### src/rtl/i2c_cmd_sequencer.sv
// i2c_cmd_sequencer: replays a software-loaded table of 56-bit I2C command words into the
// i2cMaster_withFIFO command FIFO and tracks in-order completions. Optional auto re-run: I2C_SEQ_AUTO_REPEAT_EN.
// state | meaning
// IDLE  | waiting for seq_start
// ISSUE | pushing table entries into the master FIFO
// WAIT  | every entry issued, collecting completions
// GAP   | delay before an automatic re-run (I2C_SEQ_AUTO_REPEAT_EN only)
module i2c_cmd_sequencer #(
  parameter int TABLE_ADDR_WIDTH  = 4,
  parameter int TIMEOUT_CYCLES    = 1_000_000,
  parameter int REPEAT_GAP_CYCLES = 100_000
) (
  input  logic                        clk,
  input  logic                        rst,
  input  logic                        cfg_wr_en,
  input  logic [TABLE_ADDR_WIDTH-1:0] cfg_wr_addr,
  input  logic [55:0]                 cfg_wr_data,
  input  logic [TABLE_ADDR_WIDTH:0]   seq_len,
  input  logic                        seq_start,
  input  logic                        seq_repeat,
  output logic                        seq_busy,
  output logic                        seq_done,
  output logic                        seq_timeout,
  output logic [55:0]                 i2c_fifo_din,
  output logic                        i2c_fifo_wr_en,
  input  logic                        i2c_fifo_full,
  input  logic                        i2c_wr_data_success,
  input  logic                        i2c_rdata_valid,
  input  logic [7:0]                  i2c_rdata,
  output logic [7:0]                  rd_data,
  output logic [TABLE_ADDR_WIDTH-1:0] rd_index,
  output logic                        rd_valid
);

  localparam int AW      = TABLE_ADDR_WIDTH;
  localparam int PW      = AW + 1;
  localparam int DEPTH_I = 1 << AW;
  localparam logic [PW-1:0] DEPTH = PW'(DEPTH_I);
  localparam int TW = (TIMEOUT_CYCLES < 1) ? 1 : $clog2(TIMEOUT_CYCLES + 1);
  localparam logic [TW-1:0] TO_LOAD = TW'(TIMEOUT_CYCLES);

  localparam logic [1:0] S_IDLE  = 2'd0;
  localparam logic [1:0] S_ISSUE = 2'd1;
  localparam logic [1:0] S_WAIT  = 2'd2;
`ifdef I2C_SEQ_AUTO_REPEAT_EN
  localparam logic [1:0] S_GAP   = 2'd3;
  localparam int GW = (REPEAT_GAP_CYCLES < 1) ? 1 : $clog2(REPEAT_GAP_CYCLES + 1);
  localparam logic [GW-1:0] GAP_LOAD = GW'(REPEAT_GAP_CYCLES);
  logic [GW-1:0] gap_cnt;
`else
  logic unused_repeat;
  assign unused_repeat = seq_repeat ^ (REPEAT_GAP_CYCLES < 0);
`endif

  logic [1:0]    state;
  logic [PW-1:0] len;
  logic [PW-1:0] issue_ptr;
  logic [PW-1:0] cmpl_ptr;
  logic [PW-1:0] cmpl_next;
  logic [PW-1:0] start_len;
  logic [TW-1:0] to_cnt;
  logic          in_run;
  logic          outstanding;
  logic          cmpl_evt;
  logic          rd_evt;
  logic          issue_acc;
  logic          to_run;
  logic          to_hit;

  logic [55:0] cmd_table [DEPTH_I];

  // Distributed table: no reset, frozen while a sequence owns it.
  always_ff @(posedge clk) begin
    if (cfg_wr_en && !seq_busy) cmd_table[cfg_wr_addr] <= cfg_wr_data;
  end

  assign seq_busy       = (state != S_IDLE);
  assign in_run         = (state == S_ISSUE) || (state == S_WAIT);
  assign outstanding    = (cmpl_ptr < issue_ptr);
  assign cmpl_evt       = in_run && outstanding && (i2c_wr_data_success || i2c_rdata_valid);
  assign rd_evt         = in_run && outstanding && i2c_rdata_valid;
  assign cmpl_next      = cmpl_ptr + PW'(cmpl_evt);
  assign issue_acc      = (state == S_ISSUE) && !i2c_fifo_full;
  assign i2c_fifo_wr_en = issue_acc;
  assign i2c_fifo_din   = (state == S_ISSUE) ? cmd_table[issue_ptr[AW-1:0]] : '0;
  assign start_len      = (seq_len > DEPTH) ? DEPTH : seq_len;

  // The watchdog only runs while the master owes us something or we are stuck behind full.
  assign to_run = in_run && (outstanding || ((state == S_ISSUE) && i2c_fifo_full));
  assign to_hit = to_run && !cmpl_evt && (to_cnt <= TW'(1));

  always_ff @(posedge clk or posedge rst) begin
    if (rst) begin
      state       <= S_IDLE;
      len         <= '0;
      issue_ptr   <= '0;
      cmpl_ptr    <= '0;
      to_cnt      <= '0;
      seq_done    <= 1'b0;
      seq_timeout <= 1'b0;
      rd_valid    <= 1'b0;
      rd_data     <= '0;
      rd_index    <= '0;
`ifdef I2C_SEQ_AUTO_REPEAT_EN
      gap_cnt     <= '0;
`endif
    end else begin
      seq_done    <= 1'b0;
      seq_timeout <= 1'b0;
      rd_valid    <= rd_evt;
      if (rd_evt) begin
        rd_data  <= i2c_rdata;
        rd_index <= cmpl_ptr[AW-1:0];
      end
      if (cmpl_evt) begin
        cmpl_ptr <= cmpl_next;
        to_cnt   <= TO_LOAD;
      end else if (to_run && (to_cnt != '0)) begin
        to_cnt <= to_cnt - TW'(1);
      end

      case (state)
        S_IDLE: begin
          if (seq_start) begin
            len       <= start_len;
            issue_ptr <= '0;
            cmpl_ptr  <= '0;
            to_cnt    <= TO_LOAD;
            if (start_len == '0) seq_done <= 1'b1;
            else                 state    <= S_ISSUE;
          end
        end
        S_ISSUE: begin
          if (to_hit) begin
            seq_timeout <= 1'b1;
            state       <= S_IDLE;
          end else if (issue_acc) begin
            issue_ptr <= issue_ptr + PW'(1);
            if ((issue_ptr + PW'(1)) == len) state <= S_WAIT;
          end
        end
        S_WAIT: begin
          if (cmpl_evt && (cmpl_next == len)) begin
            seq_done <= 1'b1;
`ifdef I2C_SEQ_AUTO_REPEAT_EN
            if (seq_repeat) begin
              state   <= S_GAP;
              gap_cnt <= GAP_LOAD;
            end else begin
              state <= S_IDLE;
            end
`else
            state <= S_IDLE;
`endif
          end else if (to_hit) begin
            seq_timeout <= 1'b1;
            state       <= S_IDLE;
          end
        end
`ifdef I2C_SEQ_AUTO_REPEAT_EN
        S_GAP: begin
          // seq_repeat is re-checked at expiry so software can cancel during the gap.
          if (gap_cnt <= GW'(1)) begin
            if (seq_repeat) begin
              state     <= S_ISSUE;
              issue_ptr <= '0;
              cmpl_ptr  <= '0;
              to_cnt    <= TO_LOAD;
            end else begin
              state <= S_IDLE;
            end
          end else begin
            gap_cnt <= gap_cnt - GW'(1);
          end
        end
`endif
        default: state <= S_IDLE;
      endcase
    end
  end

endmodule

### config.mk
export PLATFORM = sky130hd
export DESIGN_NAME = i2c_cmd_sequencer
export DESIGN_NICKNAME = d
export VERILOG_FILES = /design/src/rtl/i2c_cmd_sequencer.sv
export SDC_FILE = /design/constraint.sdc
export NUM_CORES = 1
export LEC_CHECK = 0
export BUFFER_PORTS_ARGS = -buffer_cell sky130_fd_sc_hd__buf_4
export CAP_MARGIN = 20
export CORE_MARGIN = 4
export CORE_UTILIZATION = 34
export DETAILED_ROUTE_END_ITERATION = 8
export GPL_ROUTABILITY_DRIVEN = 0
export PLACE_DENSITY = 0.5
export SYNTH_ARGS = -nofsm -noshare
export SYNTH_HDL_FRONTEND = slang
export SYNTH_SLANG_ARGS = --single-unit
export TNS_END_PERCENT = 50
### constraint.sdc
create_clock -name clk -period 5.8 [get_ports clk]
set_clock_uncertainty 0.05 [all_clocks]
set_input_delay 0.29 -clock clk [delete_from_list [all_inputs] [get_ports clk]]
set_output_delay 0.29 -clock clk [all_outputs]
set_load 0.01 [all_outputs]
==> results.sh, run 1 <==
export IMPL_outcome="completed"
export IMPL_hold_slack_ns=0.0825
export IMPL_synthAdderAreaFrac_pct=0.440
export IMPL_antenna_found_initial=7
export IMPL_async_reset_ff_share_pct=5.49
export IMPL_maxCapViolCount=0
export IMPL_num_rows=120
export IMPL_num_fill_cells=9465
export IMPL_detail_route_antenna_nets=0
export IMPL_seq_area_frac_synth_pct=76.3
export IMPL_grt_pass1_wl_um=130000
export IMPL_slew_headroom_pct=32.3
export IMPL_clk_latency_ns=0.66
export IMPL_yosys_area_share_xor_xnor_pct=0.677
export IMPL_fin_ws_ns=1.15
export IMPL_cts_buffer_depth=3
export IMPL_syn2layout_area_growth_pct=19.7
export IMPL_synth_main_ff_cell="edfxtp_1"
export IMPL_syn_cell_area_sq_mm=0.0370
export IMPL_irDropWorstVdd_uv=271
export IMPL_r2r_slack_ns=1.33
export IMPL_synth_top_family_by_area="multiplexers"
export IMPL_dr_pass1_iters=5
export IMPL_place_area_sq_mm=0.0401
export IMPL_wl_per_cell_um=25.9
export IMPL_synth_edf_count=896
export IMPL_grt_use_met3_pct=2.72
export IMPL_path_class="reg -> out"
export IMPL_grt_pass1_vias=18900
export IMPL_layout_commonest_cell="edfxtp_1"
export IMPL_ys_types=61
export IMPL_clk_pin_slew_ns=0.05
export IMPL_coreArea_sq_mm=0.108
export IMPL_r2r_cells=15
export IMPL_setup_violations=0
export IMPL_pre_cts_ws_ns=1.26
export IMPL_cp_arrival_ns=4.31
export IMPL_rr_startpoint="issue_ptr[2]"
export IMPL_slew_violations=0
export IMPL_final_area_sq_mm=0.0443
export IMPL_synth_simple_gate_area_share_pct=3.28
export IMPL_crit_end="i2c_fifo_din[24]"
export IMPL_fp_dieArea_sq_mm=0.114
export IMPL_leakagePower_nw=14.2
export IMPL_synth_mux_area_share_pct=17.3
export IMPL_max_freq_mhz=215
export IMPL_grt_usage_pct=15.7
export IMPL_drt_initial_drc_count=1479
export IMPL_cp_start_kind="register"
export IMPL_finalHoldViolCount=0
export IMPL_rsz0062_at_grt="false"
export IMPL_overflow=0
export IMPL_yosys_warnings=0
export IMPL_nets=2034
export IMPL_cts_inserted_buffers=101
export IMPL_synth_cells=1652
export IMPL_num_vias=17600
export IMPL_min_period_over_period_pct=80.2
export IMPL_hold_class="in -> reg"
export IMPL_synth_compound_area_share_pct=1.02
export IMPL_htreeDepth=3
export IMPL_cp_required_ns=5.46
export IMPL_totalWireLength_um=88900
export IMPL_worstSetupStartpoint="issue_ptr[0]"
export IMPL_finalPower_mw=19.3
export IMPL_die_h_um=338
export IMPL_cts_root_buf="clkbuf_16"
export IMPL_tightest_slew_ns=1.02
export IMPL_period_needed_ns=4.65
export IMPL_io_pins=154
export IMPL_ys_ff_latch=948
export IMPL_dp_hpwl_um=44800
export IMPL_crit_fanout=45
export IMPL_syn_nets=1746
export IMPL_layout_drive_gt1_share_pct=32.4
export IMPL_r2r_end="state[0]"
export IMPL_grt_use_met2_pct=26.2
export IMPL_cts_sinks=948
export IMPL_drc_errors=0
export IMPL_cts_tree="done"
export IMPL_gr_usage_met1_pct=21.8
export IMPL_powerDensity_mw_per_mm2=437
export IMPL_finalSetupTns_ns=0
export IMPL_avgViaCountPerCell=5.13
export IMPL_die_w_um=338
export IMPL_syn_area_per_cell_sq_um=22.4
export IMPL_grt_max_degree=139
export IMPL_endpoint_kind="output pin"
export IMPL_start_util_pct=34.4
export IMPL_top_usage_layer="met2"
export IMPL_layout_common_cells="edfxtp_1 (896), mux4_2 (280), buf_4 (181)"
export IMPL_port_buffers=152
layer usage:
metal / share of wire (%) / routed length, um
met1: 44 / 39200
met2: 49 / 44000
met3: 4.7 / 4190
met4: 1.7 / 1520
met5: 0.030 / 27
Yosys cell counts (all sizes together), types with 5 or more instances:
master	instances	area [sq um]
edfxtp	896	26900
mux4	280	6310
nand2	63	239
and2	61	382
dfrtp	52	1300
clkbuf	47	176
nor2	46	173
buf	31	151
xor2	16	140
nand3	14	70.1
ha	13	163
nor3	13	65.1
inv	12	45.0
o21ai	12	63.8
xnor2	10	87.6
a21oi	6	30.0
mux2	6	67.6
nand2b	6	47.5
nand3b	5	37.5
nor4	5	37.5
o211ai	5	37.5
kinds of logic after synthesis:
family,Yosys count
compound gates,50
mux,287
flops,948
buf+inv,91
simple gates,236
fa+ha+maj,13
xor+xnor,27
through the flow:
step | utilization [%] | instances
after floorplan | - | 1652
after global placement | 37.3 | 3167
after detailed placement | 37.3 | 3168
after CTS | 41.2 | 3430
after global routing | 41.2 | 3431
final | 41.2 | 3437
area by class of cell:
class	count	area, sq um	area share (%)
Sequential cell	948	28200	63.7
Tap cell	1403	1760	3.97
Clock inverter	69	817	1.85
Clock buffer	121	2620	5.93
Timing Repair Buffer	263	2270	5.13
Antenna cell	7	17.5	0.0396
Inverter	13	51.3	0.116
Multi-Input combinational cell	613	8510	19.2
what timing repair did:
item / CTS / global route
endpoints found under the hold margin: 964 / 0
buffers inserted: 0 / 0
resized for setup: 0 / 0
hold buffers: 72 / 0
worst max-delay path: stages, from the launching register on:
cell	delay, ns
dfrtp_4	0.66
buf_4	0.62
buf_4	0.86
mux4_2	0.60
mux4_2	0.48
and2_1	0.25
buf_4	0.17
power breakdown:
part / total (mW) / switching, mW / internal [mW]
Clock: 6.61 / 2.69 / 3.92
Sequential: 7.91 / 0.185 / 7.72
Combinational: 4.83 / 2.45 / 2.38
Total: 19.3 / 5.32 / 14.0
sequential cells by signal (all words and copies together), names as in the netlist, 2 cells and up:
signal,cells
cmd_table,896
cmpl_ptr,5
issue_ptr,5
len,5
rd_data,8
rd_index,4
state,2
to_cnt,20
how the worst min path moves through the flow:
stage,cells past startpoint,to,start
after floorplan,0,cmd_table[0][0],cfg_wr_data[0]
after global placement,2,rd_data[7],rd_data[7]
after detailed placement,2,rd_data[7],rd_data[7]
after CTS,4,issue_ptr[1],seq_start
after global routing,4,issue_ptr[1],seq_start
final,4,issue_ptr[1],seq_start
(Power assumes the default switching activity.)
==> run 2, diff against run 1 <==
==> constraint.sdc (replaced) <==
create_clock -name clk -period 4.15 [get_ports clk]
set_clock_uncertainty 0.05 [all_clocks]
set_input_delay 0.2075 -clock clk [delete_from_list [all_inputs] [get_ports clk]]
set_output_delay 0.2075 -clock clk [all_outputs]
set_load 0.01 [all_outputs]
==> run 2 against run 1 <==
- routed wire length grew 0.99%
- die area did not move
- via count increased by 0.52%
- sequential share of layout area down 0.13 points
- flip-flop and latch count stayed put
- highest routed layer unchanged
- largest cell class unchanged
- first-iteration DRC count rose by 5.2%
- final cell count grew 0.38%
==> results.sh, run 2 (same netlist as run 1, synthesis figures left out) <==
export IMPL_outcome="completed"
export IMPL_largest_reg_flops=896
export IMPL_endpoint_kind="output pin"
export IMPL_hold_class="in -> reg"
export IMPL_die_h_um=338
export IMPL_htreeDepth=3
export IMPL_num_rows=120
export IMPL_finalPower_mw=26.5
export IMPL_totalWireLength_um=89800
export IMPL_grt_usage_pct=15.8
export IMPL_antenna_found_initial=12
export IMPL_cts_tree="done"
export IMPL_fp_dieArea_sq_mm=0.114
export IMPL_layout_top_registers="cmd_table (896), to_cnt (20), rd_data (8)"
export IMPL_cp_arrival_ns=3.67
export IMPL_max_freq_mhz=255
export IMPL_num_fill_cells=9473
export IMPL_period_needed_ns=3.93
export IMPL_leakagePower_nw=14.2
export IMPL_syn2layout_area_growth_pct=20.0
export IMPL_final_area_sq_mm=0.0444
export IMPL_nets=2050
export IMPL_start_util_pct=34.4
export IMPL_layout_common_cells="edfxtp_1 (896), mux4_2 (280), buf_4 (170)"
export IMPL_path_class="reg -> out"
export IMPL_port_buffers=152
export IMPL_grt_pass1_vias=18800
export IMPL_avgViaCountPerCell=5.14
export IMPL_slew_headroom_pct=34.2
export IMPL_grt_pass1_wl_um=131000
export IMPL_cts_sinks=948
export IMPL_irDropWorstVdd_uv=334
export IMPL_grt_max_degree=135
export IMPL_powerDensity_mw_per_mm2=598
export IMPL_coreArea_sq_mm=0.108
export IMPL_finalHoldViolCount=0
export IMPL_layout_drive_gt1_share_pct=32.2
export IMPL_clk_latency_ns=0.67
export IMPL_clk_pin_slew_ns=0.06
export IMPL_io_pins=154
export IMPL_layout_commonest_cell="edfxtp_1"
export IMPL_cp_start_kind="register"
export IMPL_max_flop_register="cmd_table"
export IMPL_die_w_um=338
export IMPL_cts_buffer_depth=3
export IMPL_min_period_over_period_pct=94.6
export IMPL_cts_inserted_buffers=103
export IMPL_tightest_slew_ns=0.987
export IMPL_dr_pass1_iters=5
export IMPL_rsz0062_at_grt="false"
export IMPL_placed_cells=3176
export IMPL_place_area_sq_mm=0.0404
export IMPL_maxCapViolCount=0
export IMPL_num_vias=17700
export IMPL_overflow=0
export IMPL_setup_violations=0
export IMPL_drt_initial_drc_count=1556
export IMPL_finalSetupTns_ns=0
export IMPL_cts_root_buf="clkbuf_16"
export IMPL_cp_required_ns=3.89
export IMPL_detail_route_antenna_nets=0
export IMPL_final_cells=3450
export IMPL_wl_per_cell_um=26.0
export IMPL_dp_hpwl_um=44600
export IMPL_slew_violations=0
export IMPL_drc_errors=0
export IMPL_crit_fanout=134
[run 2: cell count changes in the layout (fill, tap and decap cells not counted), moves of 3 or more]
cell and delta:
clkinv_1 +3, clkinv_4 -3, buf_4 -11, clkbuf_1 +5, diode_2 +3, dlygate4sd3_1 +5, bufinv_16 -9, buf_12 +18
[run 2: power breakdown]
group / internal, mW / switching (mW)
clock: 4.93 / 3.67
combinational: 3.39 / 3.55
sequential: 10.8 / 0.172
[run 2: cell type report]
type / instances / area (sq um) / share of cell area (%)
clock buffers: 127 / 2670 / 6.01
repair buffers: 277 / 2620 / 5.91
clock inverters: 59 / 490 / 1.11
multi-input cells: 613 / 8530 / 19.2
inverters: 13 / 51.3 / 0.116
well taps: 1403 / 1760 / 3.96
diodes: 10 / 25.0 / 0.0564
flip-flops and latches: 948 / 28200 / 63.6
[run 2: per-layer routing]
layer | up-vias | routed length (um) | track usage (%)
li1 | 7544 | - | -
met1 | 9600 | 39300 | 21.9
met2 | 478 | 44300 | 26.1
met3 | 94 | 4880 | 2.88
met4 | 6 | 1320 | 3.60
met5 | - | 44 | 0
[run 2: worst paths after layout]
check | cells past startpoint | slack [ns] | startpoint | end
worst max-delay path | 6 | 0.22 | issue_ptr[1] | i2c_fifo_din[0]
worst min-delay path | 5 | 0.07 | i2c_wr_data_success | cmpl_ptr[1]
worst max register to register | 15 | 0.28 | issue_ptr[2] | state[0]
worst min register to register | 2 | 0.43 | rd_data[7] | rd_data[7]
max in group asynchronous | 4 | 3.38 | rst | issue_ptr[1]
min in group asynchronous | 3 | 0.10 | rst | issue_ptr[2]
[run 2: critical path, cell delays in order (launching register included)]
cell and delay (ns):
dfrtp_4 0.40, buf_4 0.43, buf_12 0.61, mux4_2 0.41, mux4_2 0.48, and2_1 0.24
buf_4 0.18
[run 2: metrics by stage]
step	hold slack [ns]	worst slack, ns	utilization (%)
after floorplan	0.256	-1.21	-
after global placement	0.351	0.272	37.5
after detailed placement	0.356	0.211	37.6
after CTS	0.00194	0.0249	41.2
after global routing	0.0670	0.0666	41.2
final	0.0666	0.223	41.3
[run 2: repair_timing]
item                                    CTS  global route
endpoints found under the hold margin   966             0
hold buffers                             77             0
setup buffers                             0             0
endpoints found under the setup margin    0            28
resized for setup                         0             3
==> run 3, diff against run 2 <==
--- a/config.mk
+++ b/config.mk
@@ -5,13 +5,14 @@
 export SDC_FILE = /design/constraint.sdc
 export NUM_CORES = 1
 export LEC_CHECK = 0
+export ABC_AREA = 1
 export BUFFER_PORTS_ARGS = -buffer_cell sky130_fd_sc_hd__buf_4
 export CAP_MARGIN = 20
 export CORE_MARGIN = 4
-export CORE_UTILIZATION = 34
+export CORE_UTILIZATION = 55
 export DETAILED_ROUTE_END_ITERATION = 8
 export GPL_ROUTABILITY_DRIVEN = 0
-export PLACE_DENSITY = 0.5
+export PLACE_DENSITY = 0.75
 export SYNTH_ARGS = -nofsm -noshare
 export SYNTH_HDL_FRONTEND = slang
 export SYNTH_SLANG_ARGS = --single-unit
==> run 3 against run 2 <==
- via count grew 40%
- area after synthesis grew 2.1%
- first-iteration DRC count increased by 89%
- critical endpoint is now i2c_fifo_din[37]
==> results.sh, run 3 <==
export IMPL_dp_hpwl_um=45000
export IMPL_detail_route_antenna_nets=0
export IMPL_irDropWorstVdd_uv=551
export IMPL_syn_area_per_cell_sq_um=13.5
export IMPL_endpoint_kind="output pin"
export IMPL_cts_setup_buffers=0
export IMPL_p_sw_share_pct=33.9
export IMPL_powerDensity_mw_per_mm2=629
export IMPL_antenna_found_initial=5
export IMPL_rsz0062_at_grt="false"
export IMPL_crit_fanout=196
export IMPL_slew_headroom_pct=22.2
export IMPL_layout_top_registers="cmd_table (896), to_cnt (20), rd_data (8)"
export IMPL_path_buf_inv=2
export IMPL_start_util_pct=55.8
export IMPL_drc_errors=0
export IMPL_cpPeakStageDelay_ns=0.89
export IMPL_layout_common_cells="edfxtp_1 (896), nor2_1 (490), o21ai_0 (469)"
export IMPL_cp_required_ns=3.89
export IMPL_seq_area_frac_synth_pct=74.7
export IMPL_slew_violations=0
export IMPL_path_cells="buf_12 -> o21ai_0 -> o221ai_1 -> nand3_1 -> a21oi_1 -> buf_4"
export IMPL_cp_top_family="compound AO/OA/AOI/OAI gates"
export IMPL_grt_max_degree=228
export IMPL_largest_reg_flops=896
export IMPL_clk_latency_ns=0.64
export IMPL_cts_root_buf="clkbuf_16"
export IMPL_finalPower_mw=27.5
export IMPL_hold_class="in -> reg"
export IMPL_fp_dieArea_sq_mm=0.0729
export IMPL_cts_buffer_depth=3
export IMPL_drt_initial_drc_count=2939
export IMPL_synth_commonest_cells="edfxtp_1 (896), nor2_1 (506), o21ai_0 (469), o221ai_1 (159), clkbuf_1 (124)"
export IMPL_path_class="reg -> out"
export IMPL_period_needed_ns=3.88
export IMPL_die_w_um=270
export IMPL_yosys_warnings=0
export IMPL_cts_inserted_buffers=94
export IMPL_nets=3067
export IMPL_p_clk_share_pct=30.4
export IMPL_setup_violations=0
export IMPL_p_int_mw=18.2
export IMPL_num_vias=24900
export IMPL_cp_arrival_ns=3.63
export IMPL_final_area_sq_mm=0.0437
export IMPL_r2r_cells=22
export IMPL_r2r_end="state[1]"
export IMPL_layout_drive_gt1_share_pct=12.9
export IMPL_synth_top_area_cell="edfxtp_1"
export IMPL_hold_path_depth=5
export IMPL_cts_sinks=948
export IMPL_maxCapViolCount=0
export IMPL_overflow=0
export IMPL_synth_main_ff_cell="edfxtp_1"
export IMPL_syn2layout_area_growth_pct=15.7
export IMPL_grt_pass1_wl_um=142000
export IMPL_min_from="i2c_wr_data_success"
export IMPL_max_flop_register="cmd_table"
export IMPL_outcome="completed"
export IMPL_dr_pass1_iters=6
export IMPL_async_reset_ff_share_pct=5.49
export IMPL_syn_nets=2891
export IMPL_clk_pin_slew_ns=0.06
export IMPL_synth_top_cells_by_area="edfxtp_1 (71%), o21ai_0 (6.2%), nor2_1 (5.0%)"
export IMPL_io_pins=154
export IMPL_p_seq_share_pct=40.4
export IMPL_coreArea_sq_mm=0.0676
export IMPL_layout_commonest_cell="edfxtp_1"
export IMPL_pwr_share_comb_pct=29.2
export IMPL_synth_top_area_share_pct=71.3
export IMPL_p_sw_mw=9.30
export IMPL_num_rows=95
export IMPL_ys_ff_latch=948
export IMPL_synth_edf_count=896
export IMPL_r2r_slack_ns=0.89
export IMPL_grt_usage_pct=25.1
export IMPL_final_core_util_pct=64.6
export IMPL_finalSetupTns_ns=0
export IMPL_htreeDepth=3
export IMPL_worst_path_stages=6
export IMPL_synthMostInstantiatedCell="edfxtp_1"
export IMPL_hold_path_end="cmpl_ptr[4]"
export IMPL_min_period_over_period_pct=93.6
export IMPL_max_freq_mhz=257
export IMPL_cp_start_kind="register"
export IMPL_totalWireLength_um=94600
export IMPL_rr_startpoint="issue_ptr[4]"
export IMPL_hold_slack_ns=0.0668
export IMPL_leakagePower_nw=14.4
export IMPL_ys_types=46
export IMPL_tightest_slew_ns=1.17
export IMPL_place_area_sq_mm=0.0398
export IMPL_die_h_um=270
export IMPL_cts_tree="done"
export IMPL_synth_cells=2797
export IMPL_port_buffers=152
export IMPL_finalHoldViolCount=0
export IMPL_avgViaCountPerCell=6.33
export IMPL_wl_per_cell_um=24.1
export IMPL_syn_cell_area_sq_mm=0.0377
export IMPL_cp_slowest_cell="dfrtp_4"
export IMPL_grt_pass1_vias=24200
run 3: cell count changes after synthesis, sizes merged, moves of 12 or more:
| cell | change |
|---|---|
| buf | +36 |
| mux4 | -280 |
| nor2 | +466 |
| o22ai | +66 |
| and2 | -61 |
| o21ai | +458 |
| xor2 | -12 |
| o211ai | +61 |
| nand3 | +65 |
| clkbuf | +81 |
| a21oi | +69 |
| nand2 | +45 |
| o221ai | +157 |
| inv | +51 |
run 3: final cells by class:
class	count	area [sq um]
sequential	948	28200
fill	4577	24000
multi-input combinational	1588	8460
timing repair buffer	275	2580
clock buffer	109	2410
tap	873	1090
clock inverter	66	636
inverter	66	268
antenna	5	12.5
run 3: what timing repair did:
item | in CTS | in global routing
resized for setup | 0 | 1
endpoints found under the setup margin | 0 | 1
hold buffers | 77 | 0
hold endpoints to repair | 967 | 0
run 3: worst max-delay path by stage:
stage,startpoint,endpoint,slack (ns)
5_1_grt,issue_ptr[0],i2c_fifo_din[55],0.09
2_1_floorplan,state[0],cmd_table[4][0],0.33
4_1_cts,issue_ptr[0],i2c_fifo_din[45],0.20
3_3_place_gp,issue_ptr[4],state[1],1.01
3_5_place_dp,issue_ptr[0],i2c_fifo_din[45],0.94
6_report,issue_ptr[0],i2c_fifo_din[37],0.27
run 3: worst reg2reg max path: cells and delay by family, from the launching register on:
family                   cells  cell delay, ns
buffers and inverters        4            0.37
AND/OR/NAND/NOR             15            1.54
flip-flops                   1            0.39
adder cells (fa/ha/maj)      3            0.82
run 3: metrics by stage:
| stage | setup slack (ns) | instances |
|---|---|---|
| final | 0.266 | 3930 |
| after global routing | 0.0855 | 3927 |
| after CTS | 0.201 | 3923 |
| after detailed placement | 0.938 | 3671 |
| after global placement | 1.01 | 3671 |
| after floorplan | 0.326 | 2797 |
run 3: logic make-up (layout without fill, tap and decap cells):
| group | Yosys count | count (layout) | synth area share, % |
|---|---|---|---|
| mux | 9 | 9 | 0.269 |
| flops | 948 | 948 | 74.7 |
| fa+ha+maj | 13 | 13 | 0.431 |
| xor+xnor | 5 | 5 | 0.116 |
| other cells | 0 | 5 | 0 |
| buf+inv | 261 | 516 | 3.15 |
| simple gates | 718 | 718 | 7.83 |
| compound gates | 843 | 843 | 13.5 |
run 3: power groups by stage:
stage                     Sequential [mW]  Combinational, mW  Clock [mW]
after floorplan                      11.2               5.35           0
after global placement               11.2               7.46           0
after detailed placement             11.3               7.77           0
after CTS                            11.1               7.91        8.42
after global routing                 11.1               8.71        8.84
final                                11.1               8.01        8.36
run 3: layer usage:
metal | wire length, um | part of all wire (%) | global-route usage (%)
met3 | 8480 | 9.0 | 4.34
met2 | 47000 | 50 | 42.0
met1 | 36300 | 38 | 33.5
met5 | 0 | 0 | 0
met4 | 2920 | 3.1 | 8.63
